### src/rtl/out_vc_state_ctrl_pkg.sv
// Shared router definitions for the output-VC state controller.
// Holds the router-wide sizing defaults (N ports, V VCs per port, downstream
// buffer depth) and the per-VC lifecycle state encoding.
package out_vc_state_ctrl_pkg;

  localparam int unsigned ROUTER_N          = 5;  // router output ports
  localparam int unsigned ROUTER_V          = 4;  // virtual channels per port
  localparam int unsigned ROUTER_BUF_DEPTH  = 4;  // downstream slots per VC

  // Output-VC lifecycle: free -> owned by a packet -> waiting for credits.
  typedef enum logic [1:0] {
    VC_IDLE   = 2'd0,
    VC_ACTIVE = 2'd1,
    VC_DRAIN  = 2'd2
  } vc_state_e;

endpackage

### src/rtl/out_vc_state_ctrl_slot.sv
// out_vc_slot: lifecycle FSM, credit counter and error term for one output VC.
// Ports:
//   clk, rst         : clock, synchronous active-high reset
//   i_alloc          : one-hot-qualified allocation aimed at this VC
//   i_flit, i_tail   : one-hot-qualified flit departure on this VC, tail flag
//   i_credit         : one-hot-qualified credit return on this VC
//   o_state          : current FSM state (debug visibility)
//   o_cnt            : current credit count
//   o_avail          : VC is IDLE
//   o_credit_avail   : credit count nonzero
//   o_err            : an event aimed at this VC this cycle is illegal
module out_vc_slot
  import out_vc_state_ctrl_pkg::*;
#(
  parameter int unsigned BUF_DEPTH = ROUTER_BUF_DEPTH,
  parameter int unsigned CW        = $clog2(BUF_DEPTH + 1)
) (
  input  logic          clk,
  input  logic          rst,
  input  logic          i_alloc,
  input  logic          i_flit,
  input  logic          i_tail,
  input  logic          i_credit,
  output vc_state_e     o_state,
  output logic [CW-1:0] o_cnt,
  output logic          o_avail,
  output logic          o_credit_avail,
  output logic          o_err
);

  localparam logic [CW-1:0] FULL = CW'(BUF_DEPTH);

  vc_state_e     r_state;
  vc_state_e     w_state_next;
  logic [CW-1:0] r_cnt;
  logic [CW-1:0] w_cnt_next;

  logic w_alloc_ok;
  logic w_flit_ok;
  logic w_cred_ok;

  assign w_alloc_ok = i_alloc && (r_state == VC_IDLE);
  assign w_flit_ok  = i_flit && (r_state == VC_ACTIVE) && (r_cnt != '0);
  // A credit at full count is only acceptable when a legal flit frees a slot
  // in the same cycle, so the count never exceeds BUF_DEPTH.
  assign w_cred_ok  = i_credit && ((r_cnt < FULL) || ((r_cnt == FULL) && w_flit_ok));
  assign w_cnt_next = r_cnt - CW'(w_flit_ok) + CW'(w_cred_ok);

  // State register and credit counter.
  always_ff @(posedge clk) begin
    if (rst) begin
      r_state <= VC_IDLE;
      r_cnt   <= FULL;
    end else begin
      r_state <= w_state_next;
      r_cnt   <= w_cnt_next;
    end
  end

  // Next-state logic. DRAIN releases the VC once every downstream slot has
  // been returned, judged on the post-update count.
  always_comb begin
    w_state_next = r_state;
    unique case (r_state)
      VC_IDLE:   if (w_alloc_ok) w_state_next = VC_ACTIVE;
      VC_ACTIVE: if (w_flit_ok && i_tail) w_state_next = VC_DRAIN;
      VC_DRAIN:  if (w_cnt_next == FULL) w_state_next = VC_IDLE;
      default:   w_state_next = VC_IDLE;
    endcase
  end

  // Output decode.
  always_comb begin
    o_state        = r_state;
    o_cnt          = r_cnt;
    o_avail        = (r_state == VC_IDLE);
    o_credit_avail = (r_cnt != '0);
    o_err          = (i_alloc && !w_alloc_ok) || (i_flit && !w_flit_ok) ||
                     (i_credit && !w_cred_ok);
  end

endmodule

### src/rtl/out_vc_state_ctrl.sv
// out_vc_state_ctrl: output-VC state controller for one router output port.
// Tracks ownership and downstream credits of each of the V output VCs and
// publishes availability to the VC and switch allocators.
// Event signalling: allocValid, flitSent and creditIn are single-cycle
// strobes with no backpressure; the accompanying one-hot vector is sampled
// only in a cycle whose strobe is high, and every strobe is consumed on the
// rising edge it is presented at. Illegal events are dropped and latch
// protoErr until reset.
// Ports:
//   clk, rst                 : clock, synchronous active-high reset
//   allocValid, allocVC      : VC allocator grant, one-hot VC
//   flitSent, flitVC, flitTail : flit departure, one-hot VC, tail flag
//   creditIn, creditVC       : credit return, one-hot VC
//   outVCAvailable           : per-VC IDLE flag
//   creditAvail              : per-VC nonzero-credit flag
//   creditCnt                : packed counts, VC j at [j*CW +: CW]
//   protoErr                 : sticky protocol-violation flag
//   dbgState                 : packed FSM states, VC j at [j*2 +: 2]
module out_vc_state_ctrl
  import out_vc_state_ctrl_pkg::*;
#(
  parameter int unsigned V         = ROUTER_V,
  parameter int unsigned BUF_DEPTH = ROUTER_BUF_DEPTH,
  parameter int unsigned CW        = $clog2(BUF_DEPTH + 1)
) (
  input  logic            clk,
  input  logic            rst,
  input  logic            allocValid,
  input  logic [V-1:0]    allocVC,
  input  logic            flitSent,
  input  logic [V-1:0]    flitVC,
  input  logic            flitTail,
  input  logic            creditIn,
  input  logic [V-1:0]    creditVC,
  output logic [V-1:0]    outVCAvailable,
  output logic [V-1:0]    creditAvail,
  output logic [V*CW-1:0] creditCnt,
  output logic            protoErr,
  output logic [2*V-1:0]  dbgState
);

  logic w_alloc_oh;
  logic w_flit_oh;
  logic w_cred_oh;
  logic w_vec_err;
  logic [V-1:0] w_slot_err;
  logic r_proto_err;

  assign w_alloc_oh = $onehot(allocVC);
  assign w_flit_oh  = $onehot(flitVC);
  assign w_cred_oh  = $onehot(creditVC);

  // A strobe carrying a malformed vector reaches no slot at all.
  assign w_vec_err = (allocValid && !w_alloc_oh) || (flitSent && !w_flit_oh) ||
                     (creditIn && !w_cred_oh);

  for (genvar j = 0; j < V; j++) begin : g_slot
    vc_state_e w_state;

    out_vc_slot #(
      .BUF_DEPTH (BUF_DEPTH),
      .CW        (CW)
    ) u_slot (
      .clk            (clk),
      .rst            (rst),
      .i_alloc        (allocValid && w_alloc_oh && allocVC[j]),
      .i_flit         (flitSent && w_flit_oh && flitVC[j]),
      .i_tail         (flitTail),
      .i_credit       (creditIn && w_cred_oh && creditVC[j]),
      .o_state        (w_state),
      .o_cnt          (creditCnt[j*CW +: CW]),
      .o_avail        (outVCAvailable[j]),
      .o_credit_avail (creditAvail[j]),
      .o_err          (w_slot_err[j])
    );

    assign dbgState[j*2 +: 2] = w_state;
  end

  always_ff @(posedge clk) begin
    if (rst) begin
      r_proto_err <= 1'b0;
    end else begin
      r_proto_err <= r_proto_err || w_vec_err || (|w_slot_err);
    end
  end

  assign protoErr = r_proto_err;

endmodule

### config.mk
export PLATFORM = sky130hd
export DESIGN_NAME = out_vc_state_ctrl
export DESIGN_NICKNAME = d
export VERILOG_FILES = /design/src/rtl/out_vc_state_ctrl_pkg.sv /design/src/rtl/out_vc_state_ctrl_slot.sv /design/src/rtl/out_vc_state_ctrl.sv
export SDC_FILE = /design/constraint.sdc
export NUM_CORES = 1
export LEC_CHECK = 0
export CORE_MARGIN = 4
export CORE_UTILIZATION = 44
export DETAILED_ROUTE_END_ITERATION = 10
export PLACE_DENSITY = 0.83
export SYNTH_ARGS = -nofsm -noshare
export SYNTH_HDL_FRONTEND = slang
export SYNTH_SLANG_ARGS = --single-unit
### constraint.sdc
create_clock -name clk -period 3.95 [get_ports clk]
set_input_delay 0.5925 -clock clk [delete_from_list [all_inputs] [get_ports clk]]
set_output_delay 0.5925 -clock clk [all_outputs]
set_load 0.005 [all_outputs]
## After elaboration in Yosys (flattened, before gate mapping)

Index checks and enable logic that the tools add are counted.

| word-level totals | value |
|---|---|
| logic and storage cells | 175 |
| bits in registers | 21 |
| bits of input ports | 18 |

| operators by class | value |
|---|---|
| magnitude comparators | 4 |
| add/sub/neg operators | 17 |
| muxes and demuxes | 16 |
| equality and inequality tests | 31 |
| reductions and logical operators | 98 |

Operator list:

| operator | number |
|---|---|
| 1-bit logical AND | 54 |
| 3-bit equality test, second input constant | 8 |
| 2-bit 2-to-1 mux | 12 |
| 2-bit case mux with 3 select lines | 4 |
| 1-bit logical OR | 16 |
| 2-bit != test, second input constant | 8 |
| 1-bit zero test | 15 |
| 1-bit by 1-bit adder with 2-bit output | 6 |
| 3-bit by 1-bit adder with 3-bit output | 4 |
| 3-bit < comparator, second input constant | 4 |
| 3-bit AND reduction | 4 |
| 3-bit nonzero test | 4 |
| 3-bit by 1-bit subtractor with 3-bit output | 4 |
| 2-bit by 2-bit adder with 3-bit output | 3 |
| 3-bit by 1-bit equality test with 1-bit output, second input constant | 3 |
| 2-bit by 1-bit equality test with 1-bit output, second input constant | 4 |
| 2-bit equality test, second input constant | 4 |
| 2-bit zero test | 4 |
| 2-bit by 1-bit != test with 1-bit output, second input constant | 4 |
| 4-bit OR reduction | 1 |

## Logic depth before layout (Yosys ltp)

| depth | value |
|---|---|
| depth in word-level cells | 15 |
| gate-level depth with buffers | 18 |

## Modules after synthesis

From an unflattened synthesis, not the netlist that was laid out.

| unflattened totals | value |
|---|---|
| cell total of the unflattened synthesis | 177 |
| area, all modules | 1552.7 um2 |

Modules (own cells, without submodules):

| module | cells an instance | area an instance (um2) | times used |
|---|---|---|---|
| out_vc_slot | 32 | 296.5 | 4 |
| out_vc_state_ctrl | 49 | 366.6 | 1 |

## Worst setup path before layout

OpenSTA, ideal clock, no wires.

| timing | value |
|---|---|
| path type | input port to flip-flop |
| start | input flitVC[0] |
| end | register g_slot[1].u_slot.r_state[1] |
| library setup time | 127 ps |
| required time | 3823 ps |
| setup slack | 120 ps |
| arrival time | 3702 ps |
| stages on the path | 17 |
| cells stage by stage | inv_1 -> fa_1 -> inv_1 -> ha_1 -> ha_1 -> and4bb_1 -> buf_6 -> buf_6 -> and3_2 -> ha_1 -> inv_1 -> ha_1 -> fa_1 -> xnor2_1 -> xnor2_1 -> o311ai_0 -> a21oi_1 |

| on the way | value |
|---|---|
| cells in the longest elaborated chain, start to end | 14 |
| elaborated cells between the ends (all ways) | 17 |
| those cells by class | 4 x add/sub; 4 x eq/ne; 9 x reduce/logical |

Ends and longest elaborated chain:

| what | line | source |
|---|---|---|
| start: declaration | out_vc_state_ctrl.sv:31 | `input logic [V-1:0] flitVC,` |
| 1-bit by 1-bit adder with 2-bit output (not written as such) (*) | out_vc_state_ctrl.sv:50 | `assign w_flit_oh = $onehot(flitVC);` |
| 2-bit by 2-bit adder with 3-bit output (not written as such) (*) | out_vc_state_ctrl.sv:50 |  |
| 3-bit by 1-bit equality test with 1-bit output (*) | out_vc_state_ctrl.sv:50 |  |
| 1-bit logical AND (*) (2 in a row) | out_vc_state_ctrl.sv:67 | `.i_flit (flitSent && w_flit_oh && flitVC[j]),` |
| 1-bit logical AND (*) (2 in a row) | out_vc_state_ctrl_slot.sv:43 | `assign w_flit_ok = i_flit && (r_state == VC_ACTIVE) && (r_cnt != '0);` |
| branches (longest 6 deep; another with 3-bit by 1-bit subtractor with 3-bit output) | - |  |
| 3-bit AND reduction (no line) (*) | - |  |
| end signal: assignment | out_vc_state_ctrl_slot.sv:55 | `r_state <= w_state_next;` |
| end: declaration | out_vc_state_ctrl_slot.sv:33 | `vc_state_e r_state;` |

Every way passes the cells marked *.
A chain may end at the register's enable or synchronous reset.

## Final worst setup path

| timing | value |
|---|---|
| start | input flitVC[0] |
| end | register g_slot[0].u_slot.r_state[1] |

| on the way | value |
|---|---|
| cells in the longest elaborated chain, start to end | 14 |
| elaborated cells between the ends (all ways) | 17 |
| those cells by class | 4 x add/sub; 4 x eq/ne; 9 x reduce/logical |

Ends and longest elaborated chain:

| what | line |
|---|---|
| 1-bit by 1-bit adder with 2-bit output (not written as such) | out_vc_state_ctrl.sv:50 |
| 2-bit by 2-bit adder with 3-bit output (not written as such) | out_vc_state_ctrl.sv:50 |
| 3-bit by 1-bit equality test with 1-bit output | out_vc_state_ctrl.sv:50 |
| 1-bit logical AND | out_vc_state_ctrl.sv:67 |
| 1-bit logical AND (*) | out_vc_state_ctrl.sv:67 |
| 1-bit logical AND (*) (2 in a row) | out_vc_state_ctrl_slot.sv:43 |
| branches (longest 6 deep; another with 3-bit by 1-bit subtractor with 3-bit output) | - |
| 3-bit AND reduction (no line) (*) | - |
| end signal: assignment | out_vc_state_ctrl_slot.sv:55 |
| end: declaration | out_vc_state_ctrl_slot.sv:33 |

Marks and branches as above.

==> impl_metrics.py <==
metrics = {
    "final_layout": {
        "nFillCells": 335,
        "utilization": 0.623,
        "fin_area_um2": 2310,
        "fin_nets": 292,
        "n_antenna_cell": 0,
        "fin_cells": 300,
        "area_growth_pct": 34.4,
        "layout-drive-gt1-share": 0.147,
    },
    "detailed_routing": {
        "antenna_left": 0,
        "routed_wl_mm": 4.08,
        "route.detailed.drc": 0,
        "routedWlPerCell_um": 13.6,
        "firstDrtPassIters": 5,
        "drt_iter0_drc": 48,
        "num_vias": 1554,
        "vias_per_cell": 5.18,
    },
    "cts": {
        "cts_buffer_depth": 2,
        "hold_buffers": 0,
        "cts.htree.levels": 1,
        "cts.sinks": 21,
        "cts_tree": "done",
        "cts_root_buf": "clkbuf_8",
        "clk_latency_ns": 0.26,
        "cts.clk_slew.worst_paths_ns": 0.07,
        "cts_made_buffers": 3,
    },
    "synth": {
        "yosysWarnings": 0,
        "syn_nets": 239,
        "syn_inst": 200,
        "synthDistinctLibCells": 48,
        "ys_seq_area_frac": 0.244,
        "ys_seq_elements": 21,
        "synth-edff-count": 0,
        "synth_area_um2": 1720,
        "synth_flop_cell": "dfxtp_1",
        "synth_async_sr_flop_share": 0,
        "avgSynthCellArea_um2": 8.61,
    },
    "timing": {
        "tns_ns": 0,
        "maxSlewViolCount": 0,
        "finalSetupViolCount": 0,
        "clock_skew_ns": 0.00281,
        "slew_headroom": 0.478,
        "layout_min_cycle_time_ns": 3.75,
        "finalHoldViolCount": 0,
        "rsz0062_at_grt": "no",
        "finalCritPeriodShare": 0.948,
        "fmax_mhz": 267,
        "tightest_slew_ns": 0.780,
    },
    "critical_path": {
        "cp.arrival_ns": 3.86,
        "startpoint_type": "primary input",
        "crit_type": "in2reg",
        "r2r_slack_ns": 1.14,
        "reg2reg_depth": 12,
        "crit_path_max_fanout": 8,
        "end_kind": "flip-flop",
        "r2r-end": "g_slot[2].u_slot.o_state[1]",
        "required_ns": 4.06,
        "r2r-start": "g_slot[2].u_slot.o_cnt[2]",
    },
    "global_routing": {
        "antenna_found_initial": 0,
        "grt-ovfl-total": 0,
        "grt_pass1_vias": 1561,
        "grt_usage": 0.173,
        "grt_pass1_wl_mm": 7.00,
        "grt_max_degree": 22,
    },
    "power": {
        "power.total_mw": 0.511,
        "p_sw_frac": 0.276,
        "p_leak_nw": 1.00,
        "vdd_ir_drop_max_v": 0.000135,
        "power_density_nw_per_um2": 221,
        "internal_power_mw": 0.370,
        "clkPwrFrac": 0.278,
        "seq_power_share": 0.439,
        "power.switching_mw": 0.141,
        "combPwrFrac": 0.284,
    },
    "placement": {
        "port_buffers": 46,
        "placed_cell_area_um2": 2230,
        "dp_cells": 294,
        "place.gp.congestion": 0.880,
        "hpwl_mm": 3.30,
    },
    "floorplanning": {
        "io_pins": 47,
        "std_cell_rows": 22,
        "initial_utilization": 0.463,
        "coreArea_um2": 3720,
        "die_y_um": 70.6,
        "dieArea_um2": 4980,
        "die_w_um": 70.6,
    },
    "worst_hold_path": {
        "hold_path_depth": 1,
        "hold_end": "g_slot[3].u_slot.o_state[0]",
        "min_from": "g_slot[3].u_slot.o_state[1]",
        "min_path_type": "reg2reg",
    },
    "status": {
        "outcome": "completed",
    },
    "job": {
        "max_cap_viol_count": 0,
    },
}
-- cell usage after synthesis (all sizes together) (4+ instances only) --
| master | number | area share |
|---|---|---|
| a21oi | 10 | 0.029 |
| and4bb | 4 | 0.031 |
| buf | 10 | 0.048 |
| dfxtp | 21 | 0.24 |
| fa | 7 | 0.081 |
| ha | 14 | 0.10 |
| inv | 39 | 0.085 |
| nand2 | 12 | 0.026 |
| nand2b | 5 | 0.018 |
| nand4 | 4 | 0.015 |
| nor2 | 10 | 0.022 |
| nor2b | 10 | 0.036 |
| o21ai | 4 | 0.012 |
| o311ai | 5 | 0.025 |
| xnor2 | 7 | 0.036 |
-- logic make-up after synthesis --
group           after synthesis  share of synthesized area
compound gates               35                      0.158
xor+xnor                      8                     0.0407
fa+ha+maj                    21                      0.183
buf+inv                      51                      0.143
flops                        21                      0.244
simple gates                 64                      0.231
-- layout make-up --
class,instances,area [µm²],share of cell area
Inverter,39,146,0.0632
Tap cell,48,60.1,0.0259
Multi-Input combinational cell,128,1090,0.471
Clock buffer,4,45.0,0.0195
Sequential cell,21,420,0.182
Timing Repair Buffer,60,553,0.239
-- stage by stage --
step	hold WS [ns]	setup WS, ns
final	0.540	0.204
after global routing	0.567	0.00322
after CTS	0.541	0.000744
after detailed placement	0.521	-0.666
after global placement	0.522	-0.515
after floorplan	0.487	0.120
-- layer usage --
metal  track usage  wire (µm)  vias to the layer above
li1              -          -                      783
met1         0.226       1880                      720
met2         0.272       1850                       46
met3        0.0426        278                        5
met4        0.0752         72                        0
met5             0          0                        -
-- flip-flops by register name (all words and copies together), names as in the netlist --
signal	flops
protoErr	1
g_slot.u_slot.o_state	8
g_slot.u_slot.o_cnt	12
-- power groups by stage --
stage,clock network [mW],logic (mW),registers [mW]
2_1_floorplan,0,0.0828,0.228
3_3_place_gp,0,0.136,0.228
3_5_place_dp,0,0.141,0.229
4_1_cts,0.148,0.143,0.224
5_1_grt,0.155,0.163,0.225
6_report,0.142,0.145,0.224
-- how the worst max path moves through the flow --
| stage | start | to | slack, ns |
|---|---|---|---|
| CTS | flitVC[0] | g_slot[2].u_slot.o_state[1] | 0.0007 |
| detailed placement | flitVC[1] | g_slot[2].u_slot.o_state[1] | -0.67 |
| global route | creditVC[1] | g_slot[2].u_slot.o_state[1] | 0.003 |
| floorplan | flitVC[0] | g_slot[1].u_slot.o_state[1] | 0.12 |
| global placement | flitVC[1] | g_slot[2].u_slot.o_state[1] | -0.51 |
| finish | flitVC[0] | g_slot[0].u_slot.o_state[1] | 0.20 |
-- layout by cell type (no fill, tap or decap), types with 2 or more instances in the layout --
master	netlist	layout
xnor2_1	7	5
a41oi_1	2	2
inv_1	39	39
nor4b_1	2	2
xnor2_2	0	2
or3_4	2	2
nand2_1	12	12
nor3b_1	2	2
fa_2	0	2
o311ai_1	0	3
ha_1	14	14
a21oi_1	10	9
clkbuf_2	0	2
and4bb_4	1	2
and3_1	2	2
clkdlybuf4s50_1	0	42
nor2b_1	10	10
dfxtp_1	21	21
nor3_1	3	3
o21ai_0	4	4
fa_1	7	5
clkbuf_8	1	3
nand4_1	4	4
o311ai_0	5	2
nand2b_1	5	5
buf_4	8	14
nand3_1	2	2
nor2_1	10	10
-- repair_timing --
item / CTS / global route
buffers inserted: 0 / 2
cloned: 0 / 0
setup endpoints to repair: 6 / 4
resized for setup: 10 / 12
pin swaps: 2 / 5
-- worst max-delay path, cell delays in order --
cell and delay (ns):
clkbuf_2 0.12, inv_1 0.06, fa_1 0.53, inv_1 0.04, ha_1 0.17, ha_1 0.29
and4bb_4 0.22, buf_4 0.14, and4_1 0.18, ha_1 0.28, inv_1 0.04, ha_1 0.20
fa_2 0.33, xnor2_1 0.14, xnor2_1 0.15, o311ai_1 0.27, a21oi_1 0.11
No activity file was read; power rests on OpenSTA's default activity.
